[src/rtl/quad_spinner_emu.sv]
// Multi-channel spinner emulator: mouse X deltas and joystick left/right become AB quadrature steps.
// Optional build macro SPINNER_ACCEL_EN doubles mouse deltas with magnitude above 16.
module quad_spinner_emu #(
    parameter int CHANNELS   = 2,
    parameter int POS_W      = 12,
    parameter int STEP_DIV   = 3000,
    parameter int JOY_PERIOD = 96000,
    parameter int SLOW_STEP  = 4,
    parameter int FAST_STEP  = 9
) (
    input  logic                  clk_sys,
    input  logic                  reset,
    input  logic [CHANNELS-1:0]   mouse_toggle,
    input  logic [9*CHANNELS-1:0] mouse_dx,
    input  logic [CHANNELS-1:0]   joy_right,
    input  logic [CHANNELS-1:0]   joy_left,
    input  logic [CHANNELS-1:0]   joy_fast,
    output logic [CHANNELS-1:0]   quad_a,
    output logic [CHANNELS-1:0]   quad_b,
    output logic [CHANNELS-1:0]   busy
);
    // Sum width holds any pos plus a (possibly doubled) 9-bit delta without overflow.
    localparam int SW    = ((POS_W > 11) ? POS_W : 11) + 1;
    localparam int DIV_W = $clog2(STEP_DIV + 1);
    localparam int JOY_W = $clog2(JOY_PERIOD + 1);
    localparam logic signed [SW-1:0] POS_MAX = SW'((1 << (POS_W - 1)) - 1);

    function automatic logic signed [POS_W-1:0] sat_pos(input logic signed [SW-1:0] v);
        if (v > POS_MAX)
            return POS_W'(POS_MAX);
        else if (v < -POS_MAX)
            return POS_W'(-POS_MAX);
        else
            return POS_W'(v);
    endfunction

    function automatic logic [1:0] enc_step(input logic [1:0] e, input logic up);
        logic [1:0] n;
        if (up) begin
            case (e)
                2'b00:   n = 2'b10;
                2'b10:   n = 2'b11;
                2'b11:   n = 2'b01;
                default: n = 2'b00;
            endcase
        end else begin
            case (e)
                2'b00:   n = 2'b01;
                2'b01:   n = 2'b11;
                2'b11:   n = 2'b10;
                default: n = 2'b00;
            endcase
        end
        return n;
    endfunction

`ifdef SPINNER_ACCEL_EN
    function automatic logic signed [SW-1:0] scale_dx(input logic signed [8:0] dx);
        if (dx > 9'sd16 || dx < -9'sd16)
            return SW'(dx) <<< 1;
        else
            return SW'(dx);
    endfunction
`else
    function automatic logic signed [SW-1:0] scale_dx(input logic signed [8:0] dx);
        return SW'(dx);
    endfunction
`endif

    logic [DIV_W-1:0] pre_cnt;
    logic             tick;

    assign tick = (pre_cnt == '0);

    always_ff @(posedge clk_sys or posedge reset) begin
        if (reset)
            pre_cnt <= '0;
        else if (pre_cnt == DIV_W'(STEP_DIV - 1))
            pre_cnt <= '0;
        else
            pre_cnt <= pre_cnt + 1'b1;
    end

    for (genvar i = 0; i < CHANNELS; i++) begin : g_ch
        logic [1:0]              enc;
        logic signed [POS_W-1:0] pos;
        logic signed [POS_W-1:0] pos_step;
        logic signed [POS_W-1:0] pos_nxt;
        logic signed [POS_W-1:0] mag;
        logic                    busy_r;
        logic                    tog_q;
        logic                    tog_qq;
        logic signed [8:0]       dx_q;
        logic [JOY_W-1:0]        joy_cnt;
        logic                    joy_one;
        logic                    reload;
        logic                    mouse_evt;
        logic signed [SW-1:0]    dx_ext;
        logic signed [SW-1:0]    sum;

        assign joy_one   = joy_left[i] ^ joy_right[i];
        assign reload    = joy_one && (joy_cnt == JOY_W'(JOY_PERIOD - 1));
        assign mouse_evt = tog_q ^ tog_qq;

        // Resolution order: tick drain first, then mouse event, then joystick reload wins.
        always_comb begin
            pos_step = pos;
            if (tick && pos != '0) begin
                if (pos[POS_W-1])
                    pos_step = pos + POS_W'(1);
                else
                    pos_step = pos - POS_W'(1);
            end
            dx_ext  = scale_dx(dx_q);
            sum     = SW'(pos_step) + dx_ext;
            mag     = joy_fast[i] ? POS_W'(FAST_STEP) : POS_W'(SLOW_STEP);
            pos_nxt = pos_step;
            if (mouse_evt) begin
                if (pos_step == '0 || dx_q == '0 || pos_step[POS_W-1] == dx_q[8])
                    pos_nxt = sat_pos(sum);
                else
                    pos_nxt = sat_pos(dx_ext);
            end
            if (reload)
                pos_nxt = joy_left[i] ? -mag : mag;
        end

        always_ff @(posedge clk_sys or posedge reset) begin
            if (reset) begin
                enc     <= 2'b11;
                pos     <= '0;
                busy_r  <= 1'b0;
                tog_q   <= 1'b0;
                tog_qq  <= 1'b0;
                dx_q    <= '0;
                joy_cnt <= '0;
            end else begin
                tog_q  <= mouse_toggle[i];
                tog_qq <= tog_q;
                dx_q   <= mouse_dx[9*i +: 9];
                if (tick && pos != '0)
                    enc <= enc_step(enc, !pos[POS_W-1]);
                pos    <= pos_nxt;
                busy_r <= (pos_nxt != '0);
                if (!joy_one || reload)
                    joy_cnt <= '0;
                else
                    joy_cnt <= joy_cnt + 1'b1;
            end
        end

        assign quad_a[i] = enc[1];
        assign quad_b[i] = enc[0];
        assign busy[i]   = busy_r;
    end

endmodule

[config.mk]
export PLATFORM = sky130hd
export DESIGN_NAME = quad_spinner_emu
export DESIGN_NICKNAME = d
export VERILOG_FILES = /design/src/rtl/quad_spinner_emu.sv
export SDC_FILE = /design/constraint.sdc
export NUM_CORES = 1
export LEC_CHECK = 0
export ABC_AREA = 1
export CAP_MARGIN = 20
export CORE_MARGIN = 2
export CORE_UTILIZATION = 30
export DETAILED_ROUTE_END_ITERATION = 8
export GPL_TIMING_DRIVEN = 0
export HOLD_SLACK_MARGIN = 0.1
export PLACE_DENSITY_LB_ADDON = 0.12
export SYNTH_ARGS = -nofsm -noshare
export SYNTH_HDL_FRONTEND = slang
export SYNTH_SLANG_ARGS = --single-unit
[constraint.sdc]
create_clock -name clk_sys -period 4 [get_ports clk_sys]
set_input_delay 0.4 -clock clk_sys [delete_from_list [all_inputs] [get_ports clk_sys]]
set_output_delay 0.4 -clock clk_sys [all_outputs]
set_load 0.01 [all_outputs]
==> flow_summary.html, run 1 <==
<table>
<tr><th>Metric</th><th>Value</th></tr>
<tr><th colspan="2">Logic synthesis</th></tr>
<tr><td>Post-synthesis cell count</td><td>1,326</td></tr>
<tr><td>Flip-flop and latch count after synthesis</td><td>98</td></tr>
<tr><td>Mapped Nets</td><td>1,412</td></tr>
<tr><td>Share of synthesized registers carrying an async set or reset</td><td>100%</td></tr>
<tr><td>Synth area leaders</td><td>sky130_fd_sc_hd__dfrtp_1 (28%), sky130_fd_sc_hd__nand2_1 (20%), sky130_fd_sc_hd__inv_1 (10%)</td></tr>
<tr><td>Number of synthesized flops with an enable pin</td><td>0</td></tr>
<tr><td>Avg Cell Area, Syn</td><td>approximately 6.3 um^2</td></tr>
<tr><td>Number of distinct library cells after synthesis</td><td>37</td></tr>
<tr><td>Post-synthesis sequential area ratio</td><td>29.2%</td></tr>
<tr><td>Synthesized cell area</td><td>8400 um^2</td></tr>
<tr><td>Count of synthesis-stage warnings from yosys</td><td>0</td></tr>
<tr><td>Most frequently used flop master after synthesis</td><td>sky130_fd_sc_hd__dfrtp_1</td></tr>
<tr><td>Yosys top cell by area</td><td>sky130_fd_sc_hd__dfrtp_1</td></tr>
<tr><td>Area share of the largest cell type after synthesis</td><td>28.0%</td></tr>
<tr><th colspan="2">Drt</th></tr>
<tr><td>Iteration-0 DRC count of the detailed router</td><td>between 400 and 500</td></tr>
<tr><td>Routed length on met2</td><td>11,900 um</td></tr>
<tr><td>Antenna-violating nets left</td><td>0</td></tr>
<tr><td>Met1 Routed Length</td><td>11,200 um</td></tr>
<tr><td>Detailed-router iteration count before antenna repair</td><td>6</td></tr>
<tr><td>Detailed-routed wire length on met3</td><td>approximately 530 um</td></tr>
<tr><td>DR DRC count</td><td>0</td></tr>
<tr><td>Via/cell ratio</td><td>4.58</td></tr>
<tr><td>Highest routing layer actually used</td><td>met4</td></tr>
<tr><td>Average routed wire per standard cell</td><td>approximately 13 um</td></tr>
<tr><td>Via total after detailed routing</td><td>8,294</td></tr>
<tr><td>Routed wire length</td><td>24,000 um</td></tr>
<tr><th colspan="2">Global routing</th></tr>
<tr><td>Global-route wire length before repair</td><td>~39,000 um</td></tr>
<tr><td>Grt total ovfl</td><td>0</td></tr>
<tr><td>Antenna violations before repair</td><td>0</td></tr>
<tr><td>Number of global-route vias before repair</td><td>7,865</td></tr>
<tr><td>Global router's overall resource usage</td><td>16.4%</td></tr>
<tr><td>Pin count of the biggest net entering global routing</td><td>66</td></tr>
<tr><th colspan="2">Setup path</th></tr>
<tr><td>Reg2Reg Launch Point</td><td>g_ch[0].pos[11]</td></tr>
<tr><td>Most used cell along the critical path</td><td>sky130_fd_sc_hd__nand2_2</td></tr>
<tr><td>Worst-path fanout max</td><td>8</td></tr>
<tr><td>Cell with the largest stage delay on the worst path</td><td>sky130_fd_sc_hd__fa_2</td></tr>
<tr><td>Classification of the worst setup path</td><td>reg -&gt; reg</td></tr>
<tr><td>Element type at the critical path end</td><td>flop</td></tr>
<tr><td>WP data arrival</td><td>between 4 and 5 ns</td></tr>
<tr><td>Crit path required time</td><td>4.25 ns</td></tr>
<tr><td>Startpoint kind of the worst setup timing path</td><td>flop</td></tr>
<tr><td>Critical Path Max Stage Delay</td><td>0.46 ns</td></tr>
<tr><td>Crit path from</td><td>g_ch[0].pos[11]</td></tr>
<tr><th colspan="2">STA</th></tr>
<tr><td>Clk_skew</td><td>about 0.012 ns</td></tr>
<tr><td>Share of the cycle needed by the critical path after routing</td><td>99.6%</td></tr>
<tr><td>Achievable frequency</td><td>251 MHz</td></tr>
<tr><td>Count of pins over their slew limit</td><td>0</td></tr>
<tr><td>Min Clock Period, post-route</td><td>3.98 ns</td></tr>
<tr><td>Transition time at the pin with the least slew margin</td><td>0.955 ns</td></tr>
<tr><td>Worst relative slew slack</td><td>between 30% and 40%</td></tr>
<tr><td>Hold Violations, Final</td><td>0</td></tr>
<tr><td>Final setup viols</td><td>0</td></tr>
<tr><td>Setup repair after global routing missed its margin</td><td>yes</td></tr>
<tr><th colspan="2">Power and ir drop</th></tr>
<tr><td>Peak supply drop</td><td>about 250 uV</td></tr>
<tr><td>Static Leak</td><td>around 5.5 nW</td></tr>
<tr><td>P per Cell Area</td><td>around 750 nW/um^2</td></tr>
<tr><th colspan="2">Final layout</th></tr>
<tr><td>Final net count</td><td>1,514</td></tr>
<tr><td>Filler Cells Inserted</td><td>2,940</td></tr>
<tr><td>Signed area change from the synthesized netlist to the final layout</td><td>30.9%</td></tr>
<tr><td>Finished Cell Area</td><td>11,000 um^2</td></tr>
<tr><td>Most common cell after layout, fill and taps aside</td><td>sky130_fd_sc_hd__nand2_1</td></tr>
<tr><td>Most frequent cells in the layout</td><td>sky130_fd_sc_hd__nand2_1 (376), sky130_fd_sc_hd__inv_1 (212), sky130_fd_sc_hd__nand3_1 (119)</td></tr>
<tr><td>Post-route non-filler standard cell count</td><td>1,811</td></tr>
<tr><td>Fraction of layout instances using a drive strength above 1</td><td>22.1%</td></tr>
<tr><td>Antenna diode count</td><td>0</td></tr>
<tr><th colspan="2">Floorplan</th></tr>
<tr><td>Die footprint</td><td>29,400 um^2</td></tr>
<tr><td>Initial cell density of the core</td><td>30.3%</td></tr>
<tr><td>Horizontal die dimension</td><td>171 um</td></tr>
<tr><td>Number of standard-cell rows in the floorplan</td><td>61</td></tr>
<tr><td>I/O pin count</td><td>34</td></tr>
<tr><td>Floorplan core area</td><td>27,700 um^2</td></tr>
<tr><td>Vertical extent of the die</td><td>171 um</td></tr>
<tr><th colspan="2">Placement</th></tr>
<tr><td>Placed cell area</td><td>approximately 9200 um^2</td></tr>
<tr><td>Input/output buffers</td><td>33</td></tr>
<tr><td>Placed Cells</td><td>between 1,500 and 2,000</td></tr>
<tr><td>HPWL after detailed placement</td><td>~18,000 um</td></tr>
<tr><td>GPL Wtd Cong</td><td>0.844</td></tr>
<tr><th colspan="2">CTS</th></tr>
<tr><td>TritonCTS clock tree</td><td>done</td></tr>
<tr><td>Level count of the clock H-tree</td><td>3</td></tr>
<tr><td>Worst-case clock buffer depth</td><td>2</td></tr>
<tr><td>Clock-pin slew of the registers on the worst-case setup and hold paths</td><td>0.08 ns</td></tr>
<tr><td>Total CTS buffers</td><td>9</td></tr>
<tr><td>Root buffer cell</td><td>sky130_fd_sc_hd__clkbuf_16</td></tr>
<tr><td>Sinks on the clock net</td><td>98</td></tr>
<tr><td>Worst-Skew Late Latency</td><td>0.37 ns</td></tr>
<tr><td>Post-cts hold buffer count</td><td>0</td></tr>
<tr><th colspan="2">Hold path</th></tr>
<tr><td>Worst Hold Class</td><td>in -&gt; async</td></tr>
<tr><th colspan="2">Status</th></tr>
<tr><td>Run status</td><td>finished, final reports clean</td></tr>
<tr><th colspan="2">Job</th></tr>
<tr><td>Max-cap violation count</td><td>0</td></tr>
</table>
## report_power, final
part           internal (W)  switching, W  total [W]  leakage, nW
Sequential          0.00114      0.000185    0.00133         1.21
Combinational       0.00253       0.00352    0.00605         4.15
Clock              0.000445      0.000459   0.000904        0.148
Total               0.00412       0.00416    0.00828         5.51
## final timing paths
| check | end | slack (ns) | depth (start not counted) |
|---|---|---|---|
| min in group clk_sys | g_ch[1].tog_qq | 0.40 | 0 |
| worst min-delay path | g_ch[0].joy_cnt[11] | 0.40 | 2 |
| worst min register to register | g_ch[1].tog_qq | 0.40 | 0 |
| max in group asynchronous | g_ch[1].enc[1] | 2.87 | 3 |
| worst max-delay path | g_ch[0].busy_r | 0.02 | 28 |
| worst max register to register | g_ch[0].busy_r | 0.02 | 28 |
## layout make-up
type                    instances  area, um^2  share of cell area, %
flip-flops and latches         98        2460                   22.4
well taps                     378         473                   4.30
plain buffers                  15         118                   1.07
clock inverters                 7        78.8                  0.717
inverters                     234         896                   8.15
clock buffers                   9         225                   2.05
repair buffers                 91         815                   7.41
multi-input cells             979        5930                   53.9
## cell usage after synthesis (all sizes together) (7+ instances only)
cell / n
nand2: 456
inv: 234
nand3: 143
nor2: 120
dfrtp: 94
a21oi: 56
ha: 54
nand4: 26
nor3: 24
nor3b: 20
o21ai: 19
xnor2: 13
buf: 9
nand3b: 8
xor2: 8
or2: 7
## registers in the layout, indices dropped and copies added (netlist names)
| name | count |
|---|---|
| g_ch.joy_cnt | 34 |
| g_ch.pos | 24 |
| g_ch.dx_q | 18 |
| pre_cnt | 12 |
| g_ch.enc | 4 |
| g_ch.busy_r | 2 |
| g_ch.tog_q | 2 |
| g_ch.tog_qq | 2 |
## cells by family after synthesis
kind of cell               share of synthesized area [%]
xor gates and xnor gates                            2.19
adders and majority gates                           8.99
buffers and inverters                               11.5
and+or+nand+nor                                     42.4
DFF                                                 29.2
AOI/OAI and AO/OA                                   5.60
## metal layers
layer,vias up,global-route usage [%]
li1,4375,-
met1,3805,21.2
met2,88,28.9
met3,26,2.39
met4,0,3.76
met5,-,0
## stage by stage
step | power, W | setup slack, ns | TNS (ns) | utilization (%) | hold WS, ns
2_1_floorplan | 0.00473 | 0.161 | 0 | - | 0.373
3_3_place_gp | 0.00579 | -0.801 | -76.61 | 33.2 | 0.383
3_5_place_dp | 0.00577 | -0.738 | -8.43 | 33.3 | 0.388
4_1_cts | 0.00719 | 0.00279 | 0 | 36.3 | 0.405
5_1_grt | 0.00912 | -0.263 | -0.988 | 39.7 | 0.418
6_report | 0.00828 | 0.0153 | 0 | 39.7 | 0.398
## repair_timing
action / CTS / global route
resized for setup: 72 / 174
endpoints found under the setup margin: 24 / 24
pin swaps: 13 / 84
cloned: 0 / 2
setup buffers: 20 / 35
## critical path: cells and delay by family, from the launching register on
family,cells,cell delay (ns)
adders and majority gates,3,0.75
DFF,1,0.43
and+or+nand+nor,20,1.97
buffers and inverters,3,0.43
AOI/OAI and AO/OA,2,0.28
Note: power is estimated with default switching activity, not from simulation.
==> run 2, diff against run 1 <==
CORE_UTILIZATION = 57   (was 30)
CTS_CLUSTER_SIZE = 16   (was not set)
==> flow_summary.html, run 2 (synthesized netlist as in run 1, its figures left out) <==
<table>
<tr><th>Metric</th><th>Value</th></tr>
<tr><th colspan="2">Status</th></tr>
<tr><td>Run status</td><td>finished, violations left</td></tr>
<tr><td>Failing checks</td><td>setup timing</td></tr>
<tr><th colspan="2">Placement</th></tr>
<tr><td>Placed cell area</td><td>8990 um^2 (-2.6%)</td></tr>
<tr><td>Input/output buffers</td><td>33 (unchanged)</td></tr>
<tr><td>HPWL after detailed placement</td><td>15,300 um (-15%)</td></tr>
<tr><td>Placed Cells</td><td>1,544 (-11%)</td></tr>
<tr><td>GPL Wtd Cong</td><td>0.926 (+9.7%)</td></tr>
<tr><th colspan="2">Setup path</th></tr>
<tr><td>Startpoint kind of the worst setup timing path</td><td>flop</td></tr>
<tr><td>Cell with the largest stage delay on the worst path</td><td>sky130_fd_sc_hd__dfrtp_2</td></tr>
<tr><td>Classification of the worst setup path</td><td>reg -&gt; reg</td></tr>
<tr><td>Element type at the critical path end</td><td>flop</td></tr>
<tr><td>Worst-path fanout max</td><td>6 (-2)</td></tr>
<tr><td>WP data arrival</td><td>4.35 ns (+0.11 ns)</td></tr>
<tr><td>Crit path required time</td><td>4.23 ns (-0.02 ns)</td></tr>
<tr><td>Critical Path Max Stage Delay</td><td>0.46 ns (about the same)</td></tr>
<tr><td>Most used cell along the critical path</td><td>sky130_fd_sc_hd__nand2_1</td></tr>
<tr><th colspan="2">Final layout</th></tr>
<tr><td>Most frequent cells in the layout</td><td>sky130_fd_sc_hd__nand2_1 (368), sky130_fd_sc_hd__inv_1 (215), sky130_fd_sc_hd__nand3_1 (121)</td></tr>
<tr><td>Fraction of layout instances using a drive strength above 1</td><td>21.7% (-0.39 points)</td></tr>
<tr><td>Most common cell after layout, fill and taps aside</td><td>sky130_fd_sc_hd__nand2_1</td></tr>
<tr><td>Finished Cell Area</td><td>10,600 um^2 (-3.5%)</td></tr>
<tr><td>Register with the highest flop count</td><td>g_ch.joy_cnt</td></tr>
<tr><td>Flip-flop count of the largest register after layout</td><td>34 (unchanged)</td></tr>
<tr><td>Final net count</td><td>1,499 (-0.99%)</td></tr>
<tr><td>Signed area change from the synthesized netlist to the final layout</td><td>26.3%</td></tr>
<tr><td>Registers with the highest flip-flop counts</td><td>g_ch.joy_cnt: 34 flops, g_ch.pos: 24 flops, g_ch.dx_q: 18 flops</td></tr>
<tr><td>Antenna diode count</td><td>0 (unchanged)</td></tr>
<tr><td>Post-route non-filler standard cell count</td><td>1,601 (-12%)</td></tr>
<tr><td>Final core utilization</td><td>73.3% (+34 points)</td></tr>
<tr><th colspan="2">Drt</th></tr>
<tr><td>Average routed wire per standard cell</td><td>13.8 um (+3.8%)</td></tr>
<tr><td>Iteration-0 DRC count of the detailed router</td><td>627 (+33%)</td></tr>
<tr><td>Antenna-violating nets left</td><td>0 (unchanged)</td></tr>
<tr><td>Detailed-router iteration count before antenna repair</td><td>6 (unchanged)</td></tr>
<tr><td>Via/cell ratio</td><td>5.43 (+19%)</td></tr>
<tr><td>DR DRC count</td><td>0 (unchanged)</td></tr>
<tr><td>Via total after detailed routing</td><td>8,695 (+4.8%)</td></tr>
<tr><td>Routed wire length</td><td>22,000 um (-8.2%)</td></tr>
<tr><th colspan="2">STA</th></tr>
<tr><td>Achievable frequency</td><td>243 MHz (-3.4%)</td></tr>
<tr><td>Transition time at the pin with the least slew margin</td><td>0.862 ns (-0.0928 ns)</td></tr>
<tr><td>Count of pins over their slew limit</td><td>0 (unchanged)</td></tr>
<tr><td>Final setup viols</td><td>1 (+1)</td></tr>
<tr><td>Share of the cycle needed by the critical path after routing</td><td>103% (+3.5 points)</td></tr>
<tr><td>Clk_skew</td><td>0.0122 ns (-0.000234 ns)</td></tr>
<tr><td>Hold Violations, Final</td><td>0 (unchanged)</td></tr>
<tr><td>Post-layout worst setup margin</td><td>-0.123 ns (-0.139 ns)</td></tr>
<tr><td>Min Clock Period, post-route</td><td>4.12 ns (+0.139 ns)</td></tr>
<tr><td>Setup repair after global routing missed its margin</td><td>yes</td></tr>
<tr><td>Worst relative slew slack</td><td>42.1% (+6.2 points)</td></tr>
<tr><th colspan="2">CTS</th></tr>
<tr><td>Root buffer cell</td><td>sky130_fd_sc_hd__clkbuf_16</td></tr>
<tr><td>Sinks on the clock net</td><td>98 (unchanged)</td></tr>
<tr><td>TritonCTS clock tree</td><td>done</td></tr>
<tr><td>Clock-pin slew of the registers on the worst-case setup and hold paths</td><td>0.08 ns (about the same)</td></tr>
<tr><td>Worst-case clock buffer depth</td><td>2 (unchanged)</td></tr>
<tr><td>Total CTS buffers</td><td>9 (unchanged)</td></tr>
<tr><td>Worst-Skew Late Latency</td><td>0.36 ns (about the same)</td></tr>
<tr><td>Level count of the clock H-tree</td><td>3 (unchanged)</td></tr>
<tr><th colspan="2">Power and ir drop</th></tr>
<tr><td>Static Leak</td><td>5.43 nW (-1.4%)</td></tr>
<tr><td>P per Cell Area</td><td>771 nW/um^2 (+2.4%)</td></tr>
<tr><td>Peak supply drop</td><td>465 uV (+89%)</td></tr>
<tr><th colspan="2">Global routing</th></tr>
<tr><td>Number of global-route vias before repair</td><td>7,884 (+0.24%)</td></tr>
<tr><td>Global router's overall resource usage</td><td>26.8% (+10 points)</td></tr>
<tr><td>Pin count of the biggest net entering global routing</td><td>69 (+4.5%)</td></tr>
<tr><td>Antenna violations before repair</td><td>0 (unchanged)</td></tr>
<tr><td>Grt total ovfl</td><td>0 (unchanged)</td></tr>
<tr><td>Global-route wire length before repair</td><td>35,200 um (-9.1%)</td></tr>
<tr><th colspan="2">Job</th></tr>
<tr><td>Max-cap violation count</td><td>0 (unchanged)</td></tr>
<tr><th colspan="2">Hold path</th></tr>
<tr><td>Worst Hold Class</td><td>in -&gt; async</td></tr>
<tr><th colspan="2">Floorplan</th></tr>
<tr><td>Vertical extent of the die</td><td>125 um (-27%)</td></tr>
<tr><td>Floorplan core area</td><td>14,500 um^2 (-48%)</td></tr>
<tr><td>Number of standard-cell rows in the floorplan</td><td>44 (-28%)</td></tr>
<tr><td>Horizontal die dimension</td><td>125 um (-27%)</td></tr>
<tr><td>I/O pin count</td><td>34 (unchanged)</td></tr>
<tr><td>Die footprint</td><td>15,700 um^2 (-46%)</td></tr>
<tr><td>Initial cell density of the core</td><td>58.0% (+28 points)</td></tr>
</table>
## run 2: layout make-up
class	instances	area, um^2
Inverter	234	893
Sequential cell	98	2460
Buffer	15	113
Timing Repair inverter	1	7.51
Timing Repair Buffer	75	718
Clock buffer	9	225
Fill cell	1125	3870
Clock inverter	6	47.5
Tap cell	184	230
Multi-Input combinational cell	979	5920
## run 2: what timing repair did
action | in CTS | in global routing
endpoints found under the setup margin | 24 | 24
pin swaps | 25 | 90
hold endpoints to repair | 0 | 0
hold buffers | 0 | 0
gates resized for setup | 84 | 162
setup buffers | 20 | 19
gates cloned | 1 | 2
## run 2: critical path: cells and delay by family (launching register included)
family	cells	cell delay [ns]
fa+ha+maj	2	0.62
buf+inv	4	0.64
flops	1	0.46
simple gates	27	2.27
## run 2: path summary, 6_finish.rpt
path | start | to | slack, ns | cells after the start
setup / recovery | g_ch[1].pos[11] | g_ch[1].busy_r | -0.12 | 33
hold / removal | reset | g_ch[0].joy_cnt[13] | 0.40 | 2
setup reg to reg | g_ch[1].pos[11] | g_ch[1].busy_r | -0.12 | 33
hold reg to reg | g_ch[0].tog_q | g_ch[0].tog_qq | 0.40 | 0
max in group asynchronous | reset | g_ch[0].enc[1] | 2.89 | 3
min in group clk_sys | g_ch[0].tog_q | g_ch[0].tog_qq | 0.40 | 0
## run 2: through the flow
step	worst slack, ns	setup TNS, ns	total power [W]	hold slack (ns)
floorplan	0.161	0	0.00473	0.373
global placement	-0.648	-41.57	0.00554	0.385
detailed placement	-0.637	-4.71	0.00559	0.390
CTS	0.00119	0	0.00709	0.397
global route	-0.294	-0.709	0.00892	0.413
finish	-0.123	-0.123	0.00818	0.395
## run 2: power by group
part           internal [W]  total, W  leakage (nW)  switching [W]
logic               0.00247   0.00601          4.09        0.00354
clock network      0.000428  0.000831         0.138       0.000404
registers           0.00114   0.00134          1.21       0.000193
total               0.00404   0.00818          5.43        0.00414
## run 2: routing by layer
layer / global-route usage [%] / share of wire [%]
met4: 7.65 / 2.3
met5: 0 / 0
met1: 36.1 / 44
met3: 3.94 / 5.1
met2: 45.1 / 49
